<file path="src/rtl/alu_pkg.sv">
// Shared definitions for the sequenced ALU: datapath width, opcodes, FSM encoding.
package alu_pkg;
   localparam int WIDTH = 32;

   localparam logic [3:0] OP_AND = 4'd0;
   localparam logic [3:0] OP_OR  = 4'd1;
   localparam logic [3:0] OP_XOR = 4'd2;
   localparam logic [3:0] OP_NOT = 4'd3;
   localparam logic [3:0] OP_ADD = 4'd4;
   localparam logic [3:0] OP_SUB = 4'd5;
   localparam logic [3:0] OP_SLL = 4'd6;
   localparam logic [3:0] OP_SRL = 4'd7;
   localparam logic [3:0] OP_SRA = 4'd8;

   typedef enum logic [1:0] {
      ST_IDLE  = 2'd0,
      ST_SHIFT = 2'd1,
      ST_DONE  = 2'd2
   } state_t;
endpackage

</file>
<file path="src/rtl/not32.sv">
// Fixed-width 32-bit inverter shared by the SUB and NOT paths.
module not32 (
   input  logic [31:0] d,
   output logic [31:0] q
);
   assign q = ~d;
endmodule

</file>
<file path="src/rtl/alu_seq.sv">
// Sequenced 32-bit ALU: one-cycle logic/add/sub, bit-serial shifts, result held
// until the writeback stage takes it.
module alu_seq #(
   parameter int WIDTH = 32
) (
   input  logic             clk,
   input  logic             rst_n,
   input  logic             in_valid,
   output logic             in_ready,
   input  logic [3:0]       in_op,
   input  logic [WIDTH-1:0] in_a,
   input  logic [WIDTH-1:0] in_b,
   output logic             out_valid,
   input  logic             out_ready,
   output logic [WIDTH-1:0] out_result,
   output logic             out_zero,
   output logic             out_carry,
   output logic             out_ovf,
   output logic             out_illegal,
   output logic             busy
);
   import alu_pkg::*;

   state_t           state, state_n;
   logic             ready_q;
   logic [3:0]       op_q;
   logic [4:0]       cnt_q;
   logic [31:0]      sh_q, sh_next;
   logic             sh_out;
   logic [31:0]      result_q;
   logic             zero_q, carry_q, ovf_q, illegal_q;

   logic             accept, is_shift, shift_multi;
   logic [31:0]      not_in, not_q, addend;
   logic [32:0]      sum;
   logic [31:0]      res_c;
   logic             carry_c, ovf_c, ill_c;

   assign accept      = in_valid && ready_q;
   assign is_shift    = (in_op == OP_SLL) || (in_op == OP_SRL) || (in_op == OP_SRA);
   assign shift_multi = is_shift && (in_b[4:0] != 5'd0);

   // NOT reuses the b-path inverter by steering a onto its input
   assign not_in = (in_op == OP_NOT) ? in_a : in_b;
   not32 u_not (.d(not_in), .q(not_q));

   assign addend = (in_op == OP_SUB) ? not_q : in_b;
   assign sum    = {1'b0, in_a} + {1'b0, addend} + {32'd0, (in_op == OP_SUB)};

   always_comb begin
      res_c   = '0;
      carry_c = 1'b0;
      ovf_c   = 1'b0;
      ill_c   = 1'b0;
      case (in_op)
         OP_AND: res_c = in_a & in_b;
         OP_OR:  res_c = in_a | in_b;
         OP_XOR: res_c = in_a ^ in_b;
         OP_NOT: res_c = not_q;
         OP_ADD, OP_SUB: begin
            res_c   = sum[31:0];
            carry_c = sum[32];
            ovf_c   = (in_a[31] == addend[31]) && (sum[31] != in_a[31]);
         end
         OP_SLL, OP_SRL, OP_SRA: res_c = in_a;
         default: ill_c = 1'b1;
      endcase
   end

   always_comb begin
      sh_next = sh_q;
      sh_out  = 1'b0;
      case (op_q)
         OP_SLL:  {sh_out, sh_next} = {sh_q, 1'b0};
         OP_SRL:  {sh_next, sh_out} = {1'b0, sh_q};
         OP_SRA:  {sh_next, sh_out} = {sh_q[31], sh_q};
         default: ;
      endcase
   end

   // FSM: state register
   always_ff @(posedge clk or negedge rst_n) begin
      if (!rst_n) begin
         state   <= ST_IDLE;
         ready_q <= 1'b0;
      end else begin
         state   <= state_n;
         ready_q <= (state_n == ST_IDLE);
      end
   end

   // FSM: next state
   always_comb begin
      state_n = state;
      case (state)
         ST_IDLE:  if (accept) state_n = shift_multi ? ST_SHIFT : ST_DONE;
         ST_SHIFT: if (cnt_q == 5'd1) state_n = ST_DONE;
         ST_DONE:  if (out_ready) state_n = ST_IDLE;
         default:  state_n = ST_IDLE;
      endcase
   end

   // FSM: outputs
   always_comb begin
      in_ready  = ready_q;
      out_valid = (state == ST_DONE);
      busy      = (state != ST_IDLE);
   end

   always_ff @(posedge clk or negedge rst_n) begin
      if (!rst_n) begin
         op_q      <= '0;
         cnt_q     <= '0;
         sh_q      <= '0;
         result_q  <= '0;
         zero_q    <= 1'b0;
         carry_q   <= 1'b0;
         ovf_q     <= 1'b0;
         illegal_q <= 1'b0;
      end else if (accept) begin
         op_q <= in_op;
         if (shift_multi) begin
            sh_q      <= in_a;
            cnt_q     <= in_b[4:0];
            carry_q   <= 1'b0;
            ovf_q     <= 1'b0;
            illegal_q <= 1'b0;
         end else begin
            result_q  <= res_c;
            zero_q    <= (res_c == 32'd0);
            carry_q   <= carry_c;
            ovf_q     <= ovf_c;
            illegal_q <= ill_c;
         end
      end else if (state == ST_SHIFT) begin
         sh_q    <= sh_next;
         carry_q <= sh_out;
         cnt_q   <= cnt_q - 5'd1;
         if (cnt_q == 5'd1) begin
            result_q <= sh_next;
            zero_q   <= (sh_next == 32'd0);
         end
      end
   end

   assign out_result  = result_q;
   assign out_zero    = zero_q;
   assign out_carry   = carry_q;
   assign out_ovf     = ovf_q;
   assign out_illegal = illegal_q;
endmodule
</file>
<file path="config.mk">
export PLATFORM = sky130hd
export DESIGN_NAME = alu_seq
export DESIGN_NICKNAME = d
export VERILOG_FILES = /design/src/rtl/alu_pkg.sv /design/src/rtl/not32.sv /design/src/rtl/alu_seq.sv
export SDC_FILE = /design/constraint.sdc
export NUM_CORES = 1
export LEC_CHECK = 0
export ABC_AREA = 1
export CAP_MARGIN = 20
export CORE_MARGIN = 3
export CORE_UTILIZATION = 45
export CTS_BUF_LIST = sky130_fd_sc_hd__clkbuf_2 sky130_fd_sc_hd__clkbuf_4 sky130_fd_sc_hd__clkbuf_8
export DETAILED_ROUTE_END_ITERATION = 10
export PLACE_DENSITY = 0.66
export SYNTH_ARGS = -nofsm -noshare
export SYNTH_HDL_FRONTEND = slang
export SYNTH_HIERARCHICAL = 1
export SYNTH_SLANG_ARGS = --single-unit
</file>
<file path="constraint.sdc">
create_clock -name clk -period 5.3 [get_ports clk]
set_input_delay 1.06 -clock clk [delete_from_list [all_inputs] [get_ports clk]]
set_output_delay 1.06 -clock clk [all_outputs]
set_load 0.01 [all_outputs]
</file>
# Word-level counts from Yosys, hierarchy flattened
# Cells that the tools add are included.
# totals
regBits	80
latchBits	0
mem_bits_rw	0
mem_bits_ro	0
inputBits	72
output_inout_bits	39
word_cells	87
mem_count	0
# op_classes
addsub	3
multipliers	0
div	0
order_cmp	0
eq_ne	18
shifts	0
mux	32
n_bitwise	4
reduce_logical	20
# op_table
cell	count
32-bit two-way mux	9
32-bit one-hot mux with 6 select lines	1
32-bit one-hot mux with 3 select lines	1
32-bit zero test	2
32-bit by 32-bit adder with 33-bit output	1
33-bit by 1-bit adder with 33-bit output	1
32-bit bitwise AND	1
32-bit NOT	1
32-bit OR	1
32-bit bitwise XOR	1
4-bit by 3-bit equality test with 1-bit output (second input constant)	6
5-bit two-way mux	3
1-bit two-way mux	12
9-bit OR reduction	1
4-bit by 2-bit equality test with 1-bit output (second input constant)	2
4-bit equality test (second input constant)	2
2-bit two-way mux	4
2-bit one-hot mux with 3 select lines	1
2-bit nonzero test	3
5-bit by 1-bit equality test with 1-bit output (second input constant)	1
5-bit nonzero test	1
5-bit by 1-bit subtractor with 5-bit output (second input constant)	1
4-bit by 1-bit equality test with 1-bit output (second input constant)	1
2-bit zero test	2
14 further kinds	18

# Logic depth before layout (Yosys ltp)
# depth
depth_word	10
depth_mapped	30

# Cells and area by module
# The synthesis kept the hierarchy.
# modules_own_cells
mod	n_inst	cells_each	area_each_um2	seq_area_each_um2
alu_seq	1	1680	9810.7	2001.9
not32	1	32	120.1	0.0

# Worst setup path after synthesis
# Ideal clock, no wire load.
# synth_timing
path_type	input-to-reg
start	input in_op[2]
end	register zero_q (netlist: out_zero)
setup_ps	77
t_arrival_ps	4453
required_ps	5223
path_slack_ps	770
path_stages	28
n_path_buf	3
path_cell_list	inv_2 nand2_1 nor2_2 buf_2 clkbuf_1 clkbuf_1 o21ai_0 inv_1 o21ai_0 fa_1 fa_1 inv_1 nand3_1 nand2_1 nand2_1 nand2_1 nand2_1 nand2_1 nand2_1 nand3_1 nand2_1 nor2_1 nand2_1 nor2_1 nand2_1 nor2_1 nand2_1 a21oi_1
# synth_between
elab_chain_cells	10
word_cells_on_any_way	25
cone_classes	2 x add/sub; 9 x eq/ne; 5 x mux; 1 x bitwise; 8 x reduce/logical
# synth_rtl
item	line	rtl
from (decl)	alu_seq.sv:10	input logic [3:0] in_op,
4-bit by 2-bit equality test with 1-bit output (*)	alu_seq.sv:44	assign not_in = (in_op == OP_NOT) ? in_a : in_b;
32-bit two-way mux (*)	alu_seq.sv:44	
named net not_in[0]	alu_seq.sv:34	logic [31:0] not_in, not_q, addend;
32-bit NOT (*)	not32.sv:6	assign q = ~d;
named net not_q[0]	alu_seq.sv:34	
32-bit two-way mux	alu_seq.sv:47	assign addend = (in_op == OP_SUB) ? not_q : in_b;
32-bit by 32-bit adder with 33-bit output	alu_seq.sv:48	assign sum = {1'b0, in_a} + {1'b0, addend} + {32'd0, (in_op == OP_SUB)};
33-bit by 1-bit adder with 33-bit output	alu_seq.sv:48	
32-bit one-hot mux with 6 select lines (*)	alu_seq.sv:55	case (in_op)
32-bit zero test (*)	alu_seq.sv:130	zero_q <= (res_c == 32'd0);
1-bit two-way mux (*)	alu_seq.sv:122	if (shift_multi) begin
1-bit two-way mux (*)	alu_seq.sv:120	end else if (accept) begin
to (signal assigned)	alu_seq.sv:130	
to (signal assigned)	alu_seq.sv:141	zero_q <= (sh_next == 32'd0);
to (decl)	alu_seq.sv:31	logic zero_q, carry_q, ovf_q, illegal_q;
# Mark *: on every way through the listed nets, which the timed path passes. The rest lies on a longest branch. The select of a mux whose other input is x is not followed.
# A chain may end at the register's enable or synchronous reset.

# Worst setup path after layout
# layout_timing
start	input in_op[3]
end	register zero_q (netlist: out_zero)
# The elaborated chain is that of the path after synthesis.

==> flow_summary_export.csv <==
group,metric,value,unit
run_status,status,"finished, final reports clean",
die,io_pins,111,
global_route,track_usage,0.280,
route,drcViolationCount,0,
sta,maxSlewHeadroom,0.352,
setup_path,cpPeakStageDelay,0.49,ns
sta,fmax,227,MHz
power_and_ir_drop,leakagePower,5.99,nW
finish,antenna_cells,0,
place,io_buffers,110,
die,std_cell_rows,53,
sta,worst_slack,0.888,ns
synth,netlist_area,9930,µm²
power_and_ir_drop,seqPwrFrac,0.295,
route,ant_nets,0,
power_and_ir_drop,power.density,339,nW/µm²
route,routed_wl,34.0,mm
synth,synth_top_family_by_area,"simple AND/OR/NAND/NOR gates",
synth,yosys.area_share.simple,0.375,
global_route,grt_pass1_wl,53.7,mm
sta,timing.final.crit_period,4.41,ns
synth,synth_seq_area_share,0.202,
die,die_w,155,µm
global_route,use_met1,0.415,
setup_path,cp_max_fo,29,
setup_path,cp.arrival,4.70,ns
synth,ys.warnings.count,6,
clock_tree,clock-sinks,80,
clock_tree,cts_tree,"yes",
place,place_ws,0.525,ns
sta,setup_viol,0,
synth,synth_fa_ha_area_frac,0.126,
setup_path,cp-startpoint,"in_op[3]",
sta,slew_violations,0,
setup_path,rrSetupSlack,2.31,ns
synth,synth_mux_area_frac,0,
setup_path,required,5.59,ns
synth,netlist_instances,1712,
synth,synth_cell_types,43,
synth,synth_edf_count,0,
global_route,grt_antenna_before_repair,0,
hold_path,min_path_type,"input pin to async pin",
global_route,grt_max_degree,81,
finish,seq_area,2000,µm²
place,hpwl,26.8,mm
clock_tree,cts_buffer_depth,2,
die,core_area,21400,µm²
power_and_ir_drop,vdd_drop_max,0.163,mV
clock_tree,cts_buffers,9,
setup_path,crit_type,"input pin to flip-flop",
finish,nets,1955,
power_and_ir_drop,switching_share,0.486,
sta,hold_viol,0,
synth,async_reset_ff_frac,1.00,
synth,ys.flop_type,"dfrtp_1",
sta,clock_skew,0.0123,ns
setup_path,critPathCaptureType,"flip-flop",
die,die_area,23900,µm²
synth,synth_compound_area_frac,0.163,
sta,rsz0062_at_grt,"false",
finish,final_common_cell,"nand2_1",
setup_path,cp_slowest_cell,"clkdlybuf4s50_1",
global_route,grt_pass1_vias,10000,
setup_path,cp-start-kind,"input pin",
clock_tree,hold_buffers,0,
power_and_ir_drop,p_int,0.00199,W
power_and_ir_drop,combPwrFrac,0.604,
power_and_ir_drop,power_switching,0.00188,W
finish,final_cell_mix,"566 x nand2_1, 266 x inv_1, 191 x nor2_1",
setup_path,timing.rr.end,"out_zero",
finish,syn_to_final_growth,14.9,%
global_route,use_met3,0.0232,
sta,fin_crit_sh,0.832,
route,first_iter_violations,968,
finish,multi_input_area,6620,µm²
finish,fillers,2274,
clock_tree,insertion_delay,0.37,ns
finish,drive_above_1_share,0.0347,
global_route,gr-max-usage-layer,"met2",
clock_tree,post_cts_buffers,0,
setup_path,rr_worst_depth,13,
place,place_congestion,1.01,
power_and_ir_drop,pwr-share-clk,0.101,
setup_path,crit_end,"out_zero",
sta,finalSetupTns,0,ns
global_route,overflow,0,
clock_tree,root_buffer,"clkbuf_8",
synth,syn-num-nets,1883,
route,dr.pass1.iters,5,
clock_tree,clk_pin_slew,0.08,ns
global_route,use_met2,0.440,
job,max_cap_viol_count,0,
die,start_util,0.465,
route,routed_via_density,5.44,
route,vias,11200,
setup_path,r2r-start,"op_q[0]",
synth,avgSynthCellArea,5.80,µm²
clock_tree,cts_resized,0,
synth,synth-seq-cells,80,
setup_path,crit_path_frequent_cell,"nand2_1",
synth,synth_xor_area_frac,0.000882,
die,die-height,155,µm
sta,worst_pin_slew,0.957,ns
clock_tree,htree_levels,3,
route,wl_per_cell,16.5,µm
worst min-delay path by stage:
| stage | start | to | slack [ns] | cells past startpoint |
|---|---|---|---|---|
| after floorplan | op_q[2] | op_q[2] | 0.47 | 2 |
| after global placement | out_illegal | out_illegal | 0.47 | 2 |
| after detailed placement | out_illegal | out_illegal | 0.47 | 2 |
| after CTS | out_illegal | out_illegal | 0.49 | 2 |
| after global routing | rst_n | cnt_q[1] | 0.48 | 1 |
| final | rst_n | cnt_q[1] | 0.49 | 1 |
per-layer routing:
layer,vias to the layer above,wire length [µm]
li1,5614,-
met1,5150,15900
met2,410,15200
met3,39,2180
met4,0,663
met5,-,0
kinds of logic (layout without fill, tap and decap cells):
| group | count (synthesis) | in the layout |
|---|---|---|
| xor gates and xnor gates | 1 | 1 |
| buffers and inverters | 338 | 414 |
| adders and majority gates | 99 | 99 |
| DFF | 80 | 80 |
| AOI/OAI and AO/OA | 281 | 281 |
| and+or+nand+nor | 913 | 913 |
final cells by class:
class,count,share of cell area
tap,275,0.0302
timing repair buffer,124,0.109
clock inverter,5,0.00219
inverter,275,0.0905
multi-input combinational,1294,0.581
sequential,80,0.175
clock buffer,10,0.0115
sequential cells by signal (all words and copies together), names as in the netlist:
name / flops
out_zero: 1
out_ovf: 1
out_carry: 1
sh_q: 32
in_ready: 1
cnt_q: 5
out_result: 32
out_illegal: 1
state: 2
op_q: 4
stage by stage:
stage                      util  area (µm²)  total power [W]  instances  hold WS (ns)
after floorplan               -        9930          0.00261       1712         0.475
after global placement    0.526       11200          0.00343       2047         0.472
after detailed placement  0.526       11200          0.00345       2047         0.475
after CTS                 0.533       11400          0.00385       2062         0.491
after global routing      0.534       11400          0.00422       2063         0.482
final                     0.534       11400          0.00387       2063         0.491
cells in the mapped netlist (2+ instances only):
| library cell | number | area, µm² |
|---|---|---|
| nand3_1 | 87 | 435 |
| a31oi_1 | 59 | 369 |
| inv_2 | 7 | 26.3 |
| fa_1 | 2 | 40.0 |
| a21oi_1 | 55 | 275 |
| nand2_1 | 567 | 2130 |
| a211oi_1 | 12 | 90.1 |
| ha_1 | 97 | 1210 |
| o22ai_1 | 15 | 93.8 |
| or2_2 | 12 | 75.1 |
| nand4_1 | 18 | 113 |
| buf_2 | 26 | 130 |
| o21ai_0 | 111 | 556 |
| nor2_4 | 2 | 22.5 |
| nand2_2 | 2 | 12.5 |
| o2111ai_1 | 3 | 26.3 |
| a22oi_1 | 3 | 22.5 |
| a221oi_2 | 2 | 30.0 |
| buf_1 | 3 | 11.3 |
| nand3b_1 | 17 | 128 |
| buf_4 | 2 | 15.0 |
| dfrtp_1 | 80 | 2000 |
| nor3_1 | 10 | 50.1 |
| nor2_1 | 191 | 717 |
| clkbuf_1 | 30 | 113 |
| nor2_2 | 2 | 12.5 |
| o211ai_1 | 8 | 60.1 |
| and2_1 | 2 | 12.5 |
| buf_6 | 2 | 22.5 |
| o21ai_1 | 6 | 30.0 |
| inv_1 | 267 | 1000 |
power by group through the flow:
stage	combinational (W)	sequential [W]	clock [W]
after global routing	0.00261	0.00118	0.000424
after floorplan	0.00145	0.00115	0
after CTS	0.00231	0.00114	0.000397
after detailed placement	0.00230	0.00115	0
after global placement	0.00228	0.00114	0
final	0.00233	0.00114	0.000391
worst max-delay path: cells and delay by family:
family | cells | cell delay (ns)
adder cells (fa/ha/maj) | 1 | 0.42
AO/OA/AOI/OAI | 3 | 0.27
AND/OR/NAND/NOR | 15 | 1.81
buffers and inverters | 6 | 1.12
Power figures use the tool's default switching activity.
